[src/rtl/irq_arbiter_pkg.sv]
// Shared types and constants for the interrupt arbiter: FSM encoding,
// default geometry and the fixed source index assignments.
package irq_pkg;
  localparam int NSRC_DEF   = 8;
  localparam int DATA_W_DEF = 16;
  localparam int ADDR_W_DEF = 32;

  localparam int BP0 = 0;
  localparam int BP1 = 1;
  localparam int BP2 = 2;
  localparam int BP3 = 3;
  localparam int KBD = 4;

  typedef enum logic [1:0] {IDLE, ISSUE, GAP} state_t;
endpackage

[src/rtl/irq_arbiter_if.sv]
// Source/config/CPU-side signal bundle of the interrupt arbiter.
// The slave modport is the arbiter; the master modport is whoever drives the sources and the CPU.
interface irq_arbiter_if #(
  parameter int NSRC   = 8,
  parameter int DATA_W = 16,
  parameter int ADDR_W = 32,
  parameter int IDX_W  = $clog2(NSRC)
);
  logic [NSRC-1:0]        srcReq;
  logic [NSRC*DATA_W-1:0] srcData;
  logic                   cfgWe;
  logic [IDX_W-1:0]       cfgIdx;
  logic [ADDR_W-1:0]      cfgVec;
  logic                   cfgEn;
  logic                   cfgClrOvr;
  logic                   turnOffIRQ;
  logic                   irq;
  logic [ADDR_W-1:0]      intAddr;
  logic [DATA_W-1:0]      intData;
  logic [IDX_W-1:0]       intSrc;
  logic [NSRC-1:0]        pending;
  logic [NSRC-1:0]        overrun;

  modport master (
    output srcReq, srcData, cfgWe, cfgIdx, cfgVec, cfgEn, cfgClrOvr, turnOffIRQ,
    input  irq, intAddr, intData, intSrc, pending, overrun
  );

  modport slave (
    input  srcReq, srcData, cfgWe, cfgIdx, cfgVec, cfgEn, cfgClrOvr, turnOffIRQ,
    output irq, intAddr, intData, intSrc, pending, overrun
  );
endinterface

[src/rtl/irq_arbiter_prio_enc.sv]
// Lowest-index-first priority encoder: index 0 wins.
module irq_prio_enc #(
  parameter int NSRC  = 8,
  parameter int IDX_W = $clog2(NSRC)
) (
  input  logic [NSRC-1:0]  mask,
  output logic             valid,
  output logic [IDX_W-1:0] idx
);
  always_comb begin
    valid = 1'b0;
    idx   = '0;
    for (int i = NSRC - 1; i >= 0; i--) begin
      if (mask[i]) begin
        valid = 1'b1;
        idx   = IDX_W'(i);
      end
    end
  end
endmodule

[src/rtl/irq_arbiter.sv]
// Multi-source interrupt arbiter: per-source pending slots, fixed-priority
// delivery of one event at a time, acknowledge handshake with a one-cycle gap.
module irq_arbiter
  import irq_pkg::*;
#(
  parameter int NSRC   = NSRC_DEF,
  parameter int DATA_W = DATA_W_DEF,
  parameter int ADDR_W = ADDR_W_DEF,
  parameter int IDX_W  = $clog2(NSRC)
) (
  input  logic clk,
  input  logic rst,
  irq_arbiter_if.slave bus
);
  state_t state, stateNxt;
  logic [NSRC-1:0]   en, pnd, ovr;
  logic [ADDR_W-1:0] vec     [NSRC];
  logic [DATA_W-1:0] payload [NSRC];
  logic [NSRC-1:0]   eligible, reqOk, grantOh, capture, overSet, cfgHit;
  logic              anyElig, grant;
  logic [IDX_W-1:0]  selIdx;
  logic [ADDR_W-1:0] addrQ;
  logic [DATA_W-1:0] dataQ;
  logic [IDX_W-1:0]  srcQ;

  assign eligible = pnd & en;

  irq_prio_enc #(.NSRC(NSRC), .IDX_W(IDX_W)) u_enc (
    .mask  (eligible),
    .valid (anyElig),
    .idx   (selIdx)
  );

  always_comb begin
    stateNxt = state;
    grant    = 1'b0;
    unique case (state)
      IDLE: begin
        if (anyElig) begin
          grant    = 1'b1;
          stateNxt = ISSUE;
        end
      end
      ISSUE:   if (bus.turnOffIRQ) stateNxt = GAP;
      GAP:     stateNxt = IDLE;
      default: stateNxt = IDLE;
    endcase
  end

  always_ff @(posedge clk or posedge rst) begin
    if (rst) state <= IDLE;
    else     state <= stateNxt;
  end

  // A request in the granting cycle refills the slot instead of counting as overrun;
  // requests are qualified with the enable as it stood before this edge.
  always_comb begin
    for (int i = 0; i < NSRC; i++) cfgHit[i] = bus.cfgWe && (bus.cfgIdx == IDX_W'(i));
  end
  assign grantOh = grant ? (NSRC'(1) << selIdx) : '0;
  assign reqOk   = bus.srcReq & en;
  assign capture = reqOk & (~pnd | grantOh);
  assign overSet = reqOk & pnd & ~grantOh;

  always_ff @(posedge clk or posedge rst) begin
    if (rst) begin
      en  <= '0;
      pnd <= '0;
      ovr <= '0;
      for (int i = 0; i < NSRC; i++) vec[i] <= '0;
    end else begin
      for (int i = 0; i < NSRC; i++) begin
        if (capture[i])      pnd[i] <= 1'b1;
        else if (grantOh[i]) pnd[i] <= 1'b0;
        if (overSet[i])                       ovr[i] <= 1'b1;
        else if (cfgHit[i] && bus.cfgClrOvr) ovr[i] <= 1'b0;
        if (cfgHit[i]) begin
          en[i]  <= bus.cfgEn;
          vec[i] <= bus.cfgVec;
        end
      end
    end
  end

  always_ff @(posedge clk) begin
    for (int i = 0; i < NSRC; i++) begin
      if (capture[i]) payload[i] <= bus.srcData[i*DATA_W +: DATA_W];
    end
  end

  // Delivered vector is latched at grant and held until the next grant.
  always_ff @(posedge clk or posedge rst) begin
    if (rst) begin
      addrQ <= '0;
      dataQ <= '0;
      srcQ  <= '0;
    end else if (grant) begin
      addrQ <= vec[selIdx];
      dataQ <= payload[selIdx];
      srcQ  <= selIdx;
    end
  end

  assign bus.irq     = (state == ISSUE);
  assign bus.intAddr = addrQ;
  assign bus.intData = dataQ;
  assign bus.intSrc  = srcQ;
  assign bus.pending = pnd;
  assign bus.overrun = ovr;
endmodule

[src/flat_wrapper.sv]
// flat-port wrapper written by rule: the top's interface ports become plain ports
module irq_arbiter_flat import irq_pkg::*;
#(
  parameter int NSRC   = NSRC_DEF,
  parameter int DATA_W = DATA_W_DEF,
  parameter int ADDR_W = ADDR_W_DEF,
  parameter int IDX_W  = $clog2(NSRC)
)
  (clk, rst, bus_srcReq, bus_srcData, bus_cfgWe, bus_cfgIdx, bus_cfgVec, bus_cfgEn, bus_cfgClrOvr, bus_turnOffIRQ, bus_irq, bus_intAddr, bus_intData, bus_intSrc, bus_pending, bus_overrun);
  irq_arbiter_if #(.NSRC(NSRC), .DATA_W(DATA_W), .ADDR_W(ADDR_W), .IDX_W(IDX_W)) bus_i ();
  input  logic clk;
  input  logic rst;
  input wire logic [$bits(bus_i.srcReq)-1:0] bus_srcReq;
  input wire logic [$bits(bus_i.srcData)-1:0] bus_srcData;
  input wire logic [$bits(bus_i.cfgWe)-1:0] bus_cfgWe;
  input wire logic [$bits(bus_i.cfgIdx)-1:0] bus_cfgIdx;
  input wire logic [$bits(bus_i.cfgVec)-1:0] bus_cfgVec;
  input wire logic [$bits(bus_i.cfgEn)-1:0] bus_cfgEn;
  input wire logic [$bits(bus_i.cfgClrOvr)-1:0] bus_cfgClrOvr;
  input wire logic [$bits(bus_i.turnOffIRQ)-1:0] bus_turnOffIRQ;
  output wire logic [$bits(bus_i.irq)-1:0] bus_irq;
  output wire logic [$bits(bus_i.intAddr)-1:0] bus_intAddr;
  output wire logic [$bits(bus_i.intData)-1:0] bus_intData;
  output wire logic [$bits(bus_i.intSrc)-1:0] bus_intSrc;
  output wire logic [$bits(bus_i.pending)-1:0] bus_pending;
  output wire logic [$bits(bus_i.overrun)-1:0] bus_overrun;
  assign bus_i.srcReq = bus_srcReq;
  assign bus_i.srcData = bus_srcData;
  assign bus_i.cfgWe = bus_cfgWe;
  assign bus_i.cfgIdx = bus_cfgIdx;
  assign bus_i.cfgVec = bus_cfgVec;
  assign bus_i.cfgEn = bus_cfgEn;
  assign bus_i.cfgClrOvr = bus_cfgClrOvr;
  assign bus_i.turnOffIRQ = bus_turnOffIRQ;
  assign bus_irq = bus_i.irq;
  assign bus_intAddr = bus_i.intAddr;
  assign bus_intData = bus_i.intData;
  assign bus_intSrc = bus_i.intSrc;
  assign bus_pending = bus_i.pending;
  assign bus_overrun = bus_i.overrun;
  irq_arbiter #(.NSRC(NSRC), .DATA_W(DATA_W), .ADDR_W(ADDR_W), .IDX_W(IDX_W)) u_core (.clk(clk), .rst(rst), .bus(bus_i));
endmodule
[config.mk]
export PLATFORM = sky130hd
export DESIGN_NAME = irq_arbiter_flat
export DESIGN_NICKNAME = d
export VERILOG_FILES = /design/src/rtl/irq_arbiter_pkg.sv /design/src/rtl/irq_arbiter_if.sv /design/src/rtl/irq_arbiter_prio_enc.sv /design/src/rtl/irq_arbiter.sv /design/src/flat_wrapper.sv
export SDC_FILE = /design/constraint.sdc
export NUM_CORES = 1
export LEC_CHECK = 0
export ABC_AREA = 1
export BUFFER_PORTS_ARGS = -buffer_cell sky130_fd_sc_hd__buf_4
export CORE_ASPECT_RATIO = 1.4
export CORE_MARGIN = 2
export CORE_UTILIZATION = 53
export DETAILED_ROUTE_END_ITERATION = 12
export GPL_TIMING_DRIVEN = 0
export PLACE_DENSITY = 0.85
export SLEW_MARGIN = 20
export SYNTH_ARGS = -nofsm -noshare
export SYNTH_HDL_FRONTEND = slang
export SYNTH_SLANG_ARGS = --single-unit
export TNS_END_PERCENT = 20
[constraint.sdc]
create_clock -name clk -period 10.4 [get_ports clk]
set_input_delay 1.04 -clock clk [delete_from_list [all_inputs] [get_ports clk]]
set_output_delay 1.04 -clock clk [all_outputs]
set_load 0.01 [all_outputs]
## Word-level counts from Yosys, hierarchy flattened

Memory sizes are Yosys's and may differ from the RTL's. A register that Yosys moved wholly into a read port is not among the register bits.
Index checks and enable logic that the tools add are counted.

| storage, ports and cells | value |
|---|---|
| register bits after elaboration | 317 |
| RAM bits | 128 |
| input port bits | 177 |
| output and inout port bits | 68 |
| logic and storage cells | 165 |
| memories kept | 1 |

Memories:

| name | words | width | rd ports | clocked after memory_dff | write ports | RTL line | source |
|---|---|---|---|---|---|---|---|
| u_core.payload | 8 | 16 | 1 | 1 | 8 | irq_arbiter.sv:18 | `logic [DATA_W-1:0] payload [NSRC];` |

| operators by class | value |
|---|---|
| $lt $le $gt $ge | 1 |
| equal/unequal tests | 10 |
| shift operators | 1 |
| muxes and demuxes | 73 |
| bitwise gates (word level) | 9 |
| reduce and logical (&&, ||, !) cells | 35 |

Operators with widths:

| cell | number |
|---|---|
| $bmux W32 S3 | 1 |
| $mux W32 | 2 |
| $mux W1 | 58 |
| $and A8 B8 Y8 | 5 |
| $reduce_bool A2 Y1 | 16 |
| $mux W3 | 8 |
| $logic_and A1 B1 Y1 | 16 |
| $not A8 Y8 | 2 |
| $eq A3 B3 Y1 const B | 4 |
| $mux W8 | 1 |
| $or A8 B8 Y8 | 1 |
| $shl A1 B3 Y8 const A | 1 |
| $eq A3 B2 Y1 const B | 2 |
| $ge A4 B4 Y1 const B | 1 |
| $mux W2 | 2 |
| $not A3 Y4 | 1 |
| $pmux W2 S2 | 1 |
| $eq A3 B1 Y1 const B | 1 |
| $logic_not A3 Y1 | 1 |
| $eq A2 B1 Y1 const B | 1 |
| $logic_not A2 Y1 | 1 |
| $ne A2 B1 Y1 const B | 1 |
| $ne A2 B2 Y1 const B | 1 |
| $reduce_and A2 Y1 | 1 |

## Depth between registers and ports, before layout

| logic depth | value |
|---|---|
| word-level depth | 16 |
| gate-level depth with buffers | 17 |
| gate-level depth less buffers | 15 |

## Cells and area by module

From an unflattened synthesis, not the netlist that was laid out.

| second synthesis, totals | value |
|---|---|
| cells, all modules | 2369 |
| area total of the unflattened synthesis | 20136.8 µm² |

By module, submodules not included:

| module | times used | cells each | area an instance (µm²) | seq. area each (µm²) |
|---|---|---|---|---|
| irq_arbiter | 1 | 2347 | 20038.0 | 12176.7 |
| irq_prio_enc | 1 | 22 | 98.8 | 0.0 |

## Least setup slack after synthesis

Ideal clock, no wire load.

| timing path | value |
|---|---|
| path kind | reg-to-reg |
| start | reg u_core.pnd[7], in the netlist u_core.bus.pending[7] |
| end | mem u_core.payload[3][0] (enable) |
| setup time | 394 ps |
| arrival | 2242 ps |
| data required time | 10006 ps |
| setup slack | 7764 ps |
| stages on the path, launching flop included | 10 |
| path buffers | 1 |
| period minus slack after synthesis | 2636 ps |
| cells stage by stage | dfrtp_1 -> nand2_1 -> nand2_2 -> nand3_1 -> a21oi_4 -> inv_2 -> buf_4 -> nor2_1 -> nand2_1 -> a21oi_1 |

RTL lines:

| element | RTL line | source |
|---|---|---|
| start, declared | irq_arbiter.sv:16 | `logic [NSRC-1:0] en, pnd, ovr;` |
| start signal, assigned | irq_arbiter.sv:68 | `pnd <= '0;` |
| start signal, assigned by index | irq_arbiter.sv:73 | `if (capture[i]) pnd[i] <= 1'b1;` |
| start signal, assigned by index | irq_arbiter.sv:74 | `else if (grantOh[i]) pnd[i] <= 1'b0;` |
| end, declared | irq_arbiter.sv:18 |  |

==> results.txt <==
Post-Syn Nets: 2534
Congestion Overflow GR: 0
CP Data Required Time: 10.59 ns
CP max stage cell: a21oi_4
# clock sinks: 461
Final period utilization: 32.68%
RSZ-0062 raised after global routing: false
CORE AREA: 37630 um^2
Site Rows: 84
Final instance area: 24190 um^2
Synth top area share: 41.21%
Dominant cell type by area after synthesis: dfrtp_1
Max Freq: 294.3 MHz
DR iter-0 viols: 2148
Worst setup EP type: flip-flop
Gpl congestion: 0.9327
Vias per std cell: 5.919
H-tree depth: 2
ANT nets after route: 0
CP startpoint kind: flip-flop
Initial DRT Pass Iterations: 6
Final net count: 2832
Hold Path Class: input port to async pin
Commonest non-fill, non-tap cells in the layout: 1134 x nand2_1, 333 x dfrtp_1, 276 x o21ai_0
Vias in the first global route: 18869
Cts repair resizes: 0
Die area: 39760 um^2
Cells along the critical path: nor2_1, o21ai_1, inv_1, buf_1, nand2_1, a21oi_4
Synth-to-Final Area Change: 19.61%
Instance count of the mapped netlist: 2357
# diodes: 0
Top cells by area, synth: dfrtp_1 41%, nand2_1 21%, edfxtp_1 19%
CTS Buffer Depth: 3
Seq cells post-synth: 461
GRT Util Overall: 33.87%
Max-cap check violation count: 0
I/O pin total: 245
Cell area power density: 271.2 nW/um^2
Leakage dissipation: 11.96 nW
Outcome: completed
Worst Skew: 0.02268 ns
Crit path DAT: 3.59 ns
Maximum vdd drop: 203.3 uV
Post-synth cell types: 20
Syn avg cell area: 8.580 um^2
Die Y: 235.1 um
Register area share after synthesis: 60.21%
Mapped Area: 20220 um^2
Final Hold Vio Count: 0
Clk_lat worst skew: 0.58 ns
First-pass GRT wire length: 103.4 mm
I/O Buffers: 244
Ys Warns: 0
Die span in x: 169.1 um
Hold WS: 0.3893 ns
Slew HR: 26.32%
Area after DPL: 22860 um^2
Total CTS buffers: 42
Setup Crit Path Kind: flip-flop to flip-flop
Largest net degree at the start of global routing: 111
Final slew viol count: 0
Fill cells: 2951
CTS Hold Buffers Added: 0
Final setup violation count: 0
Crit-path max cell delay: 0.70 ns
Residual DRC: 0
Avg WL per Cell: 21.22 um
DRT Wirelength: 67.10 mm
Root Buffer Master: clkbuf_16
Worst-Margin Slew: 1.105 ns
Initial Util: 53.75%
Hpwl dp: 46.33 mm
Share of cells above drive strength 1: 14.58%
Crit path max fanout: 16
CTS tree: done
Commonest non-fill, non-tap cell in the layout: nand2_1
Postcts setup bufs: 0
Tmin final: 3.398 ns
Worst-path clk slew: 0.07 ns
Vias: 18716
Initial antenna violation count: 0
==> synthesized netlist by cell type <==
cell      count
a21oi_4       1
o41ai_4       1
inv_2         4
buf_4         8
a21oi_1       4
buf_2        27
dfrtp_1     333
nand2_2       4
o21ai_0     276
o21ai_1      12
nand2_4       1
edfxtp_1    128
inv_1        48
buf_6        19
nand2_1    1134
clkbuf_1     82
buf_1        18
nand3_1     242
nor3_1        1
nor2_1       14
==> metrics by stage <==
stage / worst slack [ns] / std cells / power (mW) / util [%] / TNS [ns]
after CTS: 7.199 / 3161 / 6.475 / 64.26 / 0
after detailed placement: 7.220 / 3083 / 4.957 / 60.74 / 0
after floorplan: 0.1352 / 2357 / 3.975 / - / 0
after global placement: -3.203 / 3074 / 4.870 / 60.19 / -1052.76
final: 7.002 / 3162 / 6.559 / 64.29 / 0
after global routing: 7.069 / 3162 / 6.879 / 64.29 / 0
==> kinds of logic (layout without fill, tap and decap cells) <==
kind of cell	after synthesis	after routing	synth area share (%)
AND/OR/NAND/NOR	1396	1396	27.50
AO/OA/AOI/OAI	294	294	7.443
buffers and inverters	206	538	4.844
flip-flops	461	461	60.21
==> critical path: cells and delay by family, from the launching register on <==
family / cells / cell delay, ns
flip-flops: 1 / 0.38
buffers and inverters: 2 / 0.94
AO/OA/AOI/OAI: 2 / 0.95
AND/OR/NAND/NOR: 2 / 0.73
==> power by group <==
group          internal, mW  switching (mW)  total (mW)
clock network         0.821           0.703        1.52
registers              2.21           0.212        2.43
logic                 0.848            1.76        2.61
total                  3.88            2.68        6.56
==> layout make-up <==
| type | instances | area (um^2) | area share, % |
|---|---|---|---|
| well taps | 473 | 591.8 | 2.447 |
| multi-input cells | 1690 | 7107 | 29.38 |
| clock inverters | 19 | 146.4 | 0.6052 |
| flip-flops and latches | 461 | 12180 | 50.34 |
| clock buffers | 59 | 1175 | 4.857 |
| inverters | 52 | 202.7 | 0.8380 |
| plain buffers | 154 | 784.5 | 3.243 |
| repair buffers | 254 | 2004 | 8.287 |
==> final timing paths <==
kind | startpoint | end | slack (ns) | depth (start not counted)
worst max-delay path | u_core.state[1] | u_core.payload[1][4] | 7.00 | 6
worst min-delay path | rst | u_core.vec[218] | 0.39 | 2
worst max register to register | u_core.state[1] | u_core.payload[1][4] | 7.00 | 6
worst min register to register | u_core.vec[169] | u_core.vec[169] | 0.49 | 2
max in group asynchronous | rst | u_core.state[1] | 8.68 | 4
min in group clk | u_core.vec[169] | u_core.vec[169] | 0.49 | 2
==> per-layer routing <==
metal | wire (um) | up-vias | GRT usage (%)
li1 | - | 8212 | -
met1 | 22010 | 8820 | 38.53
met2 | 32510 | 1341 | 56.06
met3 | 7244 | 343 | 7.969
met4 | 5333 | 0 | 24.06
met5 | 0 | - | 0
==> registers in the layout, summed over array words and instances (netlist names) <==
signal and cells:
u_core.bus.intSrc 3, u_core.en 8, u_core.payload 128, u_core.vec 256, u_core.bus.intAddr 32, u_core.bus.intData 16, u_core.bus.overrun 8, u_core.bus.pending 8
u_core.state 2
(Power assumes the default switching activity.)
